$ cat config.mk
export PLATFORM = sky130hd
export DESIGN_NAME = tmds_encoder_multi
export DESIGN_NICKNAME = d
export VERILOG_FILES = /design/src/rtl/tmds_pkg.sv /design/src/rtl/tmds_channel.sv /design/src/rtl/tmds_encoder_multi.sv
export SDC_FILE = /design/constraint.sdc
export NUM_CORES = 1
export LEC_CHECK = 0
export ABC_AREA = 1
export BUFFER_PORTS_ARGS = -buffer_cell sky130_fd_sc_hd__buf_2
export CORE_MARGIN = 3
export CORE_UTILIZATION = 40
export CTS_BUF_LIST = sky130_fd_sc_hd__clkbuf_16
export CTS_CLUSTER_DIAMETER = 30
export DETAILED_ROUTE_END_ITERATION = 10
export PLACE_DENSITY = 0.64
export SLEW_MARGIN = 40
export SYNTH_ARGS = -nofsm -noshare
export SYNTH_HDL_FRONTEND = slang
export SYNTH_SLANG_ARGS = --single-unit
$ cat constraint.sdc
create_clock -name clk_pix -period 2.4 [get_ports clk_pix]
set_input_delay 0.24 -clock clk_pix [delete_from_list [all_inputs] [get_ports clk_pix]]
set_output_delay 0.24 -clock clk_pix [all_outputs]
set_load 0.01 [all_outputs]
$ cat src/rtl/tmds_pkg.sv
// Shared TMDS types, fixed code words and encoding helpers.
package tmds_pkg;

    localparam int unsigned SYM_W = 10;
    localparam int unsigned CNT_W = 5;

    typedef enum logic [2:0] {
        MODE_CTRL        = 3'd0,
        MODE_VIDEO       = 3'd1,
        MODE_VIDEO_GB    = 3'd2,
        MODE_DATA_ISLAND = 3'd3,
        MODE_DATA_GB     = 3'd4
    } mode_e;

    localparam logic [SYM_W-1:0] CTRL_00 = 10'b1101010100;
    localparam logic [SYM_W-1:0] CTRL_01 = 10'b0010101011;
    localparam logic [SYM_W-1:0] CTRL_10 = 10'b0101010100;
    localparam logic [SYM_W-1:0] CTRL_11 = 10'b1010101011;

    localparam logic [SYM_W-1:0] GB_EVEN = 10'b1011001100;
    localparam logic [SYM_W-1:0] GB_ODD  = 10'b0100110011;

    // Control period symbol for {c1,c0}.
    function automatic logic [SYM_W-1:0] ctrl_code(input logic [1:0] c);
        logic [SYM_W-1:0] sym;
        case (c)
            2'b00:   sym = CTRL_00;
            2'b01:   sym = CTRL_01;
            2'b10:   sym = CTRL_10;
            default: sym = CTRL_11;
        endcase
        return sym;
    endfunction

    // TERC4 symbol for a data-island nibble.
    function automatic logic [SYM_W-1:0] terc4(input logic [3:0] nib);
        logic [SYM_W-1:0] sym;
        case (nib)
            4'h0:    sym = 10'b1010011100;
            4'h1:    sym = 10'b1001100011;
            4'h2:    sym = 10'b1011100100;
            4'h3:    sym = 10'b1011100010;
            4'h4:    sym = 10'b0101110001;
            4'h5:    sym = 10'b0100011110;
            4'h6:    sym = 10'b0110001110;
            4'h7:    sym = 10'b0100111100;
            4'h8:    sym = 10'b1011001100;
            4'h9:    sym = 10'b0100111001;
            4'hA:    sym = 10'b0110011100;
            4'hB:    sym = 10'b1011000110;
            4'hC:    sym = 10'b1010001110;
            4'hD:    sym = 10'b1001110001;
            4'hE:    sym = 10'b0101100011;
            default: sym = 10'b1011000011;
        endcase
        return sym;
    endfunction

    // Population count of one byte (0..8).
    function automatic logic [3:0] ones8(input logic [7:0] d);
        logic [3:0] n;
        n = 4'd0;
        for (int i = 0; i < 8; i++) begin
            n = n + 4'(d[i]);
        end
        return n;
    endfunction

    // Transition-minimising first stage; bit 8 is set when XOR was used.
    function automatic logic [8:0] video_qm(input logic [7:0] d);
        logic [3:0] n1;
        logic       use_xnor;
        logic [8:0] qm;
        n1       = ones8(d);
        use_xnor = (n1 > 4'd4) || ((n1 == 4'd4) && !d[0]);
        qm[0]    = d[0];
        for (int i = 1; i < 8; i++) begin
            qm[i] = use_xnor ? ~(qm[i-1] ^ d[i]) : (qm[i-1] ^ d[i]);
        end
        qm[8] = ~use_xnor;
        return qm;
    endfunction

endpackage

$ cat src/rtl/tmds_channel.sv
// One TMDS lane: optional q_m pipeline stage, disparity tracking and period select.
module tmds_channel
    import tmds_pkg::*;
#(
    parameter int unsigned PIPE   = 1,
    parameter int unsigned CH_IDX = 0
) (
    input  logic             clk_pix,
    input  logic             rst_n,
    input  logic             ce,
    input  logic [2:0]       mode,
    input  logic [7:0]       vd,
    input  logic [1:0]       cd,
    input  logic [3:0]       aux,
    output logic [SYM_W-1:0] tmds
);

    localparam logic [SYM_W-1:0] VIDEO_GB_SYM = ((CH_IDX % 2) == 0) ? GB_EVEN : GB_ODD;

    if ((PIPE != 1) && (PIPE != 2)) begin : g_bad_pipe
        $error("tmds_channel: PIPE must be 1 or 2");
    end

    logic [8:0] qm_c;
    logic [3:0] n1_c;

    assign qm_c = video_qm(vd);
    assign n1_c = ones8(qm_c[7:0]);

    // Fields seen by the output stage, either straight from the ports or one stage late.
    logic [2:0] s_mode;
    logic [1:0] s_cd;
    logic [3:0] s_aux;
    logic [8:0] s_qm;
    logic [3:0] s_n1;

    if (PIPE == 2) begin : g_pipe2
        logic [2:0] mode_q;
        logic [1:0] cd_q;
        logic [3:0] aux_q;
        logic [8:0] qm_q;
        logic [3:0] n1_q;

        // Stage 1: register q_m, its ones count and the aligned side-band fields.
        always_ff @(posedge clk_pix or negedge rst_n) begin
            if (!rst_n) begin
                mode_q <= 3'(MODE_CTRL);
                cd_q   <= '0;
                aux_q  <= '0;
                qm_q   <= '0;
                n1_q   <= '0;
            end else if (ce) begin
                mode_q <= mode;
                cd_q   <= cd;
                aux_q  <= aux;
                qm_q   <= qm_c;
                n1_q   <= n1_c;
            end
        end

        assign s_mode = mode_q;
        assign s_cd   = cd_q;
        assign s_aux  = aux_q;
        assign s_qm   = qm_q;
        assign s_n1   = n1_q;
    end else begin : g_pipe1
        assign s_mode = mode;
        assign s_cd   = cd;
        assign s_aux  = aux;
        assign s_qm   = qm_c;
        assign s_n1   = n1_c;
    end

    logic [SYM_W-1:0]        tmds_q, tmds_d;
    logic signed [CNT_W-1:0] cnt_q, cnt_d;
    logic signed [CNT_W:0]   cnt_ext;
    logic signed [CNT_W:0]   diff;
    logic signed [CNT_W:0]   cnt_sum;
    logic                    cnt_pos;
    logic                    cnt_neg;

    // Output stage: disparity decision, period select and next running disparity.
    always_comb begin
        tmds_d  = ctrl_code(s_cd);
        cnt_d   = '0;
        cnt_sum = '0;
        cnt_ext = {cnt_q[CNT_W-1], cnt_q};
        diff    = $signed({1'b0, s_n1, 1'b0}) - 6'sd8;
        cnt_neg = cnt_q[CNT_W-1];
        cnt_pos = !cnt_q[CNT_W-1] && (cnt_q != '0);

        case (s_mode)
            MODE_VIDEO: begin
                if ((cnt_q == '0) || (s_n1 == 4'd4)) begin
                    tmds_d  = {~s_qm[8], s_qm[8], s_qm[8] ? s_qm[7:0] : ~s_qm[7:0]};
                    cnt_sum = cnt_ext + (s_qm[8] ? diff : -diff);
                end else if ((cnt_pos && (s_n1 > 4'd4)) || (cnt_neg && (s_n1 < 4'd4))) begin
                    tmds_d  = {1'b1, s_qm[8], ~s_qm[7:0]};
                    cnt_sum = cnt_ext + (s_qm[8] ? 6'sd2 : 6'sd0) - diff;
                end else begin
                    tmds_d  = {1'b0, s_qm[8], s_qm[7:0]};
                    cnt_sum = cnt_ext - (s_qm[8] ? 6'sd0 : 6'sd2) + diff;
                end
                cnt_d = cnt_sum[CNT_W-1:0];
            end
            MODE_VIDEO_GB:    tmds_d = VIDEO_GB_SYM;
            MODE_DATA_ISLAND: tmds_d = terc4(s_aux);
            MODE_DATA_GB:     tmds_d = (CH_IDX == 0) ? terc4(s_aux) : GB_ODD;
            default:          tmds_d = ctrl_code(s_cd);
        endcase
    end

    // Output symbol and running disparity; both hold while ce is low.
    always_ff @(posedge clk_pix or negedge rst_n) begin
        if (!rst_n) begin
            tmds_q <= CTRL_00;
            cnt_q  <= '0;
        end else if (ce) begin
            tmds_q <= tmds_d;
            cnt_q  <= cnt_d;
        end
    end

    assign tmds = tmds_q;

endmodule

$ cat src/rtl/tmds_encoder_multi.sv
// Multi-channel HDMI TMDS encoder: one tmds_channel per lane sharing mode, ce and reset.
module tmds_encoder_multi
    import tmds_pkg::*;
#(
    parameter int unsigned NUM_CH = 3,
    parameter int unsigned PIPE   = 1
) (
    input  logic                    clk_pix,
    input  logic                    rst_n,
    input  logic                    ce,
    input  logic [2:0]              mode,
    input  logic [8*NUM_CH-1:0]     vd,
    input  logic [2*NUM_CH-1:0]     cd,
    input  logic [4*NUM_CH-1:0]     aux,
    output logic [SYM_W*NUM_CH-1:0] tmds
);

    if ((NUM_CH < 1) || (NUM_CH > 8)) begin : g_bad_num_ch
        $error("tmds_encoder_multi: NUM_CH must be 1..8");
    end

    for (genvar k = 0; k < NUM_CH; k++) begin : g_ch
        tmds_channel #(
            .PIPE   (PIPE),
            .CH_IDX (k)
        ) u_ch (
            .clk_pix (clk_pix),
            .rst_n   (rst_n),
            .ce      (ce),
            .mode    (mode),
            .vd      (vd[8*k +: 8]),
            .cd      (cd[2*k +: 2]),
            .aux     (aux[4*k +: 4]),
            .tmds    (tmds[SYM_W*k +: SYM_W])
        );
    end

endmodule

# After elaboration in Yosys (flattened, before gate mapping)
# Memory sizes are Yosys's and may differ from the RTL's.
# Cells that the tools add are included.
# word_totals
ff_bits	45
rom_bits	640
in_bits	48
output_inout_bits	30
word_cells	237
n_memories	4
# op_classes
addsub	63
order_cmp	9
eq_ne	16
muxes	54
bitwise	48
reduce_logical	37
# mem_list
name	words	width	read_ports	rd_clocked_by_memory_dff	wr	line_no	rtl
(no name shown)	16	10	1	0	0	tmds_pkg.sv:38	case (nib)
(no name shown)	16	10	1	0	0	tmds_pkg.sv:38	
(no name shown)	16	10	1	0	0	tmds_pkg.sv:38	
(no name shown)	16	10	1	0	0	tmds_pkg.sv:38	
# op_table
op	count
adder 4 x 1 -> 4 bit	36
one-hot mux 10 bit (3 select lines)	4
one-hot mux 10 bit (4 select lines)	2
two-way mux 10 bit	6
two-way mux 5 bit	12
adder 5 bit	6
== test 4 x 3 -> 1 bit, second input constant	6
greater-than comparator 4 x 3 -> 1 bit, second input constant	6
two-way mux 8 bit	3
inverter 1 bit	24
inverter 8 bit	3
two-way mux 1 bit	21
bitwise XOR 1 bit	21
adder 5 x 3 -> 5 bit	3
logical NOT 5 bit	3
negator 5 bit	3
nonzero test 5 bit	3
subtractor 5 x 3 -> 5 bit	3
subtractor 5 x 4 -> 5 bit, second input constant	3
subtractor 5 bit	3
adder 1 x 1 -> 2 bit	6
logical AND 1 bit	12
< comparator 4 x 3 -> 1 bit, second input constant	3
two-way mux 2 bit	6
other kinds (9)	29

# Depth between registers and ports, before layout
# logic_depth
word_depth	36
mapped_depth	38
depth_no_buf	38

# Cells and area by module
# Synthesis repeated with hierarchy kept, for this count alone.
# unflattened
hier_cells	999
hier_area_um2	7308.3
# by_module_without_submodules
module	n_inst	cells_per_inst	area_each_um2	seq_area_each_um2
tmds_channel at g_ch[2].u_ch	1	345	2498.6	356.6
tmds_channel at g_ch[0].u_ch	1	332	2426.1	356.6
tmds_channel at g_ch[1].u_ch	1	322	2383.5	356.6

# Worst setup path after synthesis
# OpenSTA, ideal clock, no wires.
# synth_timing
path_kind	in2reg
start	in vd[16]
end	reg g_ch[2].u_ch.cnt_q[4]
setup_time_ns	0.082
arrival_ns	7.054
required_ns	2.318
path_slack_ns	-4.737
path_stages	32
n_path_buf	1
path_cell_list	ha_1 > inv_1 > fa_1 > fa_1 > inv_1 > fa_1 > fa_1 > o31ai_2 > nand2_2 > buf_6 > xor2_2 > ha_1 > inv_1 > fa_1 > inv_1 > fa_1 > fa_1 > inv_1 > fa_1 > ha_1 > nor2_1 > xor2_1 > inv_1 > ha_1 > a21oi_1 > nand2_1 > xor2_1 > a21oi_1 > nor2_1 > nand2_1 > nand2_1 > o22ai_1
# synth_via
elab_chain_len	36
elab_cells_between_ends	60
cone_classes	add/sub: 21; order compare: 3; eq/ne: 2; mux: 13; bitwise: 14; reduce/logical: 7
# synth_rtl
item	line_no	rtl
start, declared	tmds_encoder_multi.sv:12	input logic [8*NUM_CH-1:0] vd,
parallel branches: the longest is 34 deep, another holds adder 4 x 1 -> 4 bit	n/a	
two-way mux 5 bit (*)	tmds_channel.sv:94	if ((cnt_q == '0) || (s_n1 == 4'd4)) begin
two-way mux 5 bit (*)	tmds_channel.sv:92	case (s_mode)
end signal, assigned	tmds_channel.sv:120	cnt_q <= cnt_d;
end, declared	tmds_channel.sv:75	logic signed [CNT_W-1:0] cnt_q, cnt_d;
# Mark *: on every way between the ends.
# A chain may end at the register's enable or synchronous reset.

# Worst setup path after layout
# Ends and elaborated chain as after synthesis.

==> run_results.csv <==
group,metric,value,unit
status,result_of_the_run,"finished with violations",
status,violations,"setup timing",
logic_synthesis,synth-edff-count,0,
detailed_routing,antenna_left,0,
detailed_routing,route.detailed.drc,0,
floorplanning,initial_core_util,0.415,
finish,layout.nets,1472,
floorplanning,design.die.area,19800,um2
timing,postLayoutSetupSlackWorst,-4.15,ns
finish,flow.area_growth_from_synthesis,47.0,%
worst_setup_path,critPathRequiredTime,2.58,ns
clocking,cts_buffers,5,
detailed_routing,routed-via-count,7634,
logic_synthesis,synth_cells,1006,
logic_synthesis,synth-seq-cells,42,
detailed_routing,wl_per_cell,14.7,um
global_route,gr-usage-all-layers,0.218,
detailed_routing,wl,22200,um
logic_synthesis,synth_top_flop_cell,"sky130_fd_sc_hd__dfrtp_1",
logic_synthesis,synth_area,7280,um2
placed_design,dp_slack,-4.55,ns
logic_synthesis,mean_instance_size_in_the_synthesized_netlist,7.23,um2
flow_run,max_capacitance_violation_count,0,
worst_setup_path,cpPeakStageDelay,0.53,ns
placed_design,place.port_buffers,77,
clocking,cts_buffer_depth,2,
timing,final.period_utilization,2.73,
placed_design,detailedPlacementHpwl,17200,um
global_route,grt_pass1_wl,35700,um
floorplanning,num_rows,48,
timing,tightest_slew,0.572,ns
worst_setup_path,worstSetupStartpointType,"input pin",
clocking,clock_insertion_delay_worst_skew,0.30,ns
logic_synthesis,mappedNetlistNets,1190,
floorplanning,core_area,17500,um2
timing,timing.max_slew.rel_slack,0.618,
worst_setup_path,cp_data_arrival_time,6.73,ns
finish,final_common_cell,"sky130_fd_sc_hd__buf_4",
worst_setup_path,cp_slowest_cell,"sky130_fd_sc_hd__fa_1",
clocking,clock-root-buffer,"sky130_fd_sc_hd__clkbuf_16",
clocking,ctsHtreeMaxLevel,2,
global_route,antenna_found_initial,1,
clocking,tritoncts,"done",
floorplanning,top_level_pins,78,
worst_hold_path,holdCritPathClass,"input pin to flip-flop",
finish,final_core_util,0.610,
clocking,clock_sink_count,42,
timing,unrepaired_setup_endpoints_after_global_routing,"yes",
floorplanning,chipHeight,141,um
logic_synthesis,yosysWarnings,0,
placed_design,placedInstanceArea,9600,um2
detailed_routing,drt_first_iter_violations,400,
floorplanning,fp.dieW,141,um
placed_design,gpl.final_weighted_congestion,0.918,
timing,report.final.setup_viol,42,
finish,layout.cells.most_common_list,"sky130_fd_sc_hd__buf_4, sky130_fd_sc_hd__inv_1, sky130_fd_sc_hd__nand2_1, sky130_fd_sc_hd__nand3_1",
timing,fin_worst_skew,0.0104,ns
finish,post-route-cell-area,10700,um2
global_route,grt_start_max_net_pins,45,
worst_setup_path,worstPathMaxFanout,3,
global_route,grt_remaining_overflow,0,
worst_setup_path,worst-setup-path-type,"input pin to flip-flop",
detailed_routing,drt-pass1-iter-count,4,
timing,timing.final.crit_period,6.55,ns
logic_synthesis,seq_area_frac_synth,0.147,
worst_setup_path,critical_path.endpoint_type,"flip-flop",
detailed_routing,routed_via_density,5.04,
global_route,first_global_vias,7533,
timing,report.final.slew_viol_count,0,
timing,final_hold_viol_count,0,
logic_synthesis,synth.distinct_cells,48,
finish,drive_above_1_share,0.441,
logic_synthesis,async_reset_ff_frac,1.00,
clocking,cts.clk_slew.worst_paths,0.07,ns
timing,max_freq,153,MHz
## metrics by stage
step	setup TNS, ns	instances	hold slack [ns]
5_1_grt	-164.77	1514	0.347
2_1_floorplan	-158.54	1006	-0.0556
4_1_cts	-153.80	1508	0.300
3_3_place_gp	-165.68	1464	0.216
3_5_place_dp	-170.36	1464	0.217
6_report	-154.88	1515	0.306
## logic make-up after synthesis
logic type,synth area share
DFF,0.147
adders and majority gates,0.275
and+or+nand+nor,0.273
xor gates and xnor gates,0.0554
buffers and inverters,0.113
AOI/OAI and AO/OA,0.137
## layer usage
layer	track usage	up-vias	part of all wire
li1	-	3794	-
met1	0.283	3611	0.44
met2	0.382	197	0.49
met3	0.0343	30	0.047
met4	0.0510	2	0.016
met5	0	-	0.00059
## state kept, by name, indices dropped and copies added (netlist names)
register / count
g_ch.u_ch.cnt_q: 12
g_ch.u_ch.tmds: 30
## what timing repair did
item / in CTS / in global routing
endpoints found under the hold margin: 6 / 0
buffers inserted: 37 / 18
resized for setup: 106 / 66
setup endpoints to repair: 42 / 42
pin swaps: 45 / 31
hold buffers: 1 / 0
## path summary, 6_finish.rpt
kind | from | to | slack, ns | cells past startpoint
min reg2reg | g_ch[1].u_ch.tmds[9] | g_ch[1].u_ch.tmds[9] | 0.47 | 2
max reg2reg | g_ch[1].u_ch.cnt_q[1] | g_ch[1].u_ch.cnt_q[3] | 0.21 | 9
min | ce | g_ch[1].u_ch.tmds[9] | 0.31 | 4
max in group asynchronous | rst_n | g_ch[2].u_ch.tmds[2] | 1.50 | 3
min in group asynchronous | rst_n | g_ch[1].u_ch.tmds[4] | 0.44 | 2
max | vd[16] | g_ch[2].u_ch.cnt_q[4] | -4.15 | 32
## Yosys cell counts (2+ instances only)
library cell | count | area (um2)
sky130_fd_sc_hd__buf_6 | 2 | 22.5
sky130_fd_sc_hd__nand3_4 | 3 | 52.6
sky130_fd_sc_hd__buf_2 | 2 | 10.0
sky130_fd_sc_hd__o21ai_1 | 11 | 55.1
sky130_fd_sc_hd__dfrtp_1 | 27 | 676
sky130_fd_sc_hd__o21bai_1 | 2 | 15.0
sky130_fd_sc_hd__a221o_1 | 2 | 20.0
sky130_fd_sc_hd__ha_1 | 96 | 1200
sky130_fd_sc_hd__inv_1 | 179 | 672
sky130_fd_sc_hd__nor2_2 | 4 | 25.0
sky130_fd_sc_hd__o211ai_1 | 11 | 82.6
sky130_fd_sc_hd__o31ai_2 | 2 | 25.0
sky130_fd_sc_hd__fa_1 | 40 | 801
sky130_fd_sc_hd__clkinv_1 | 3 | 11.3
sky130_fd_sc_hd__o21ai_0 | 63 | 315
sky130_fd_sc_hd__xor2_1 | 21 | 184
sky130_fd_sc_hd__nand3_2 | 11 | 110
sky130_fd_sc_hd__clkbuf_1 | 10 | 37.5
sky130_fd_sc_hd__xnor2_1 | 12 | 105
sky130_fd_sc_hd__dfstp_2 | 15 | 394
sky130_fd_sc_hd__nand2_1 | 181 | 679
sky130_fd_sc_hd__nand3_1 | 102 | 510
sky130_fd_sc_hd__a31oi_1 | 3 | 18.8
sky130_fd_sc_hd__nand2_2 | 23 | 144
sky130_fd_sc_hd__nor2_1 | 46 | 173
sky130_fd_sc_hd__inv_2 | 18 | 67.6
sky130_fd_sc_hd__xor2_2 | 4 | 65.1
sky130_fd_sc_hd__nand4_1 | 7 | 43.8
sky130_fd_sc_hd__o21ai_2 | 4 | 35.0
sky130_fd_sc_hd__o2111ai_1 | 4 | 35.0
sky130_fd_sc_hd__o22ai_1 | 4 | 25.0
sky130_fd_sc_hd__xnor2_2 | 3 | 48.8
sky130_fd_sc_hd__or2_2 | 20 | 125
sky130_fd_sc_hd__a21oi_1 | 48 | 240
sky130_fd_sc_hd__nand2_4 | 8 | 90.1
sky130_fd_sc_hd__o21ai_4 | 2 | 32.5
sky130_fd_sc_hd__nand3b_1 | 2 | 15.0
## worst max-delay path: cells and delay by family
family	cells	cell delay, ns
simple gates	6	0.52
compound gates	4	0.46
buf+inv	7	0.46
fa+ha+maj	12	4.55
xor+xnor	3	0.48
## layout make-up
class	count	area, um2
Multi-Input combinational cell	750	6220
Clock buffer	5	125
Sequential cell	42	1070
Antenna cell	1	2.50
Tap cell	225	282
Fill cell	1579	6840
Clock inverter	3	37.5
Timing Repair Buffer	289	2150
Inverter	200	801
Power is left out: the tool's default activity adds up to more than one toggle a clock period on the data nets, which glitch-free logic cannot reach.
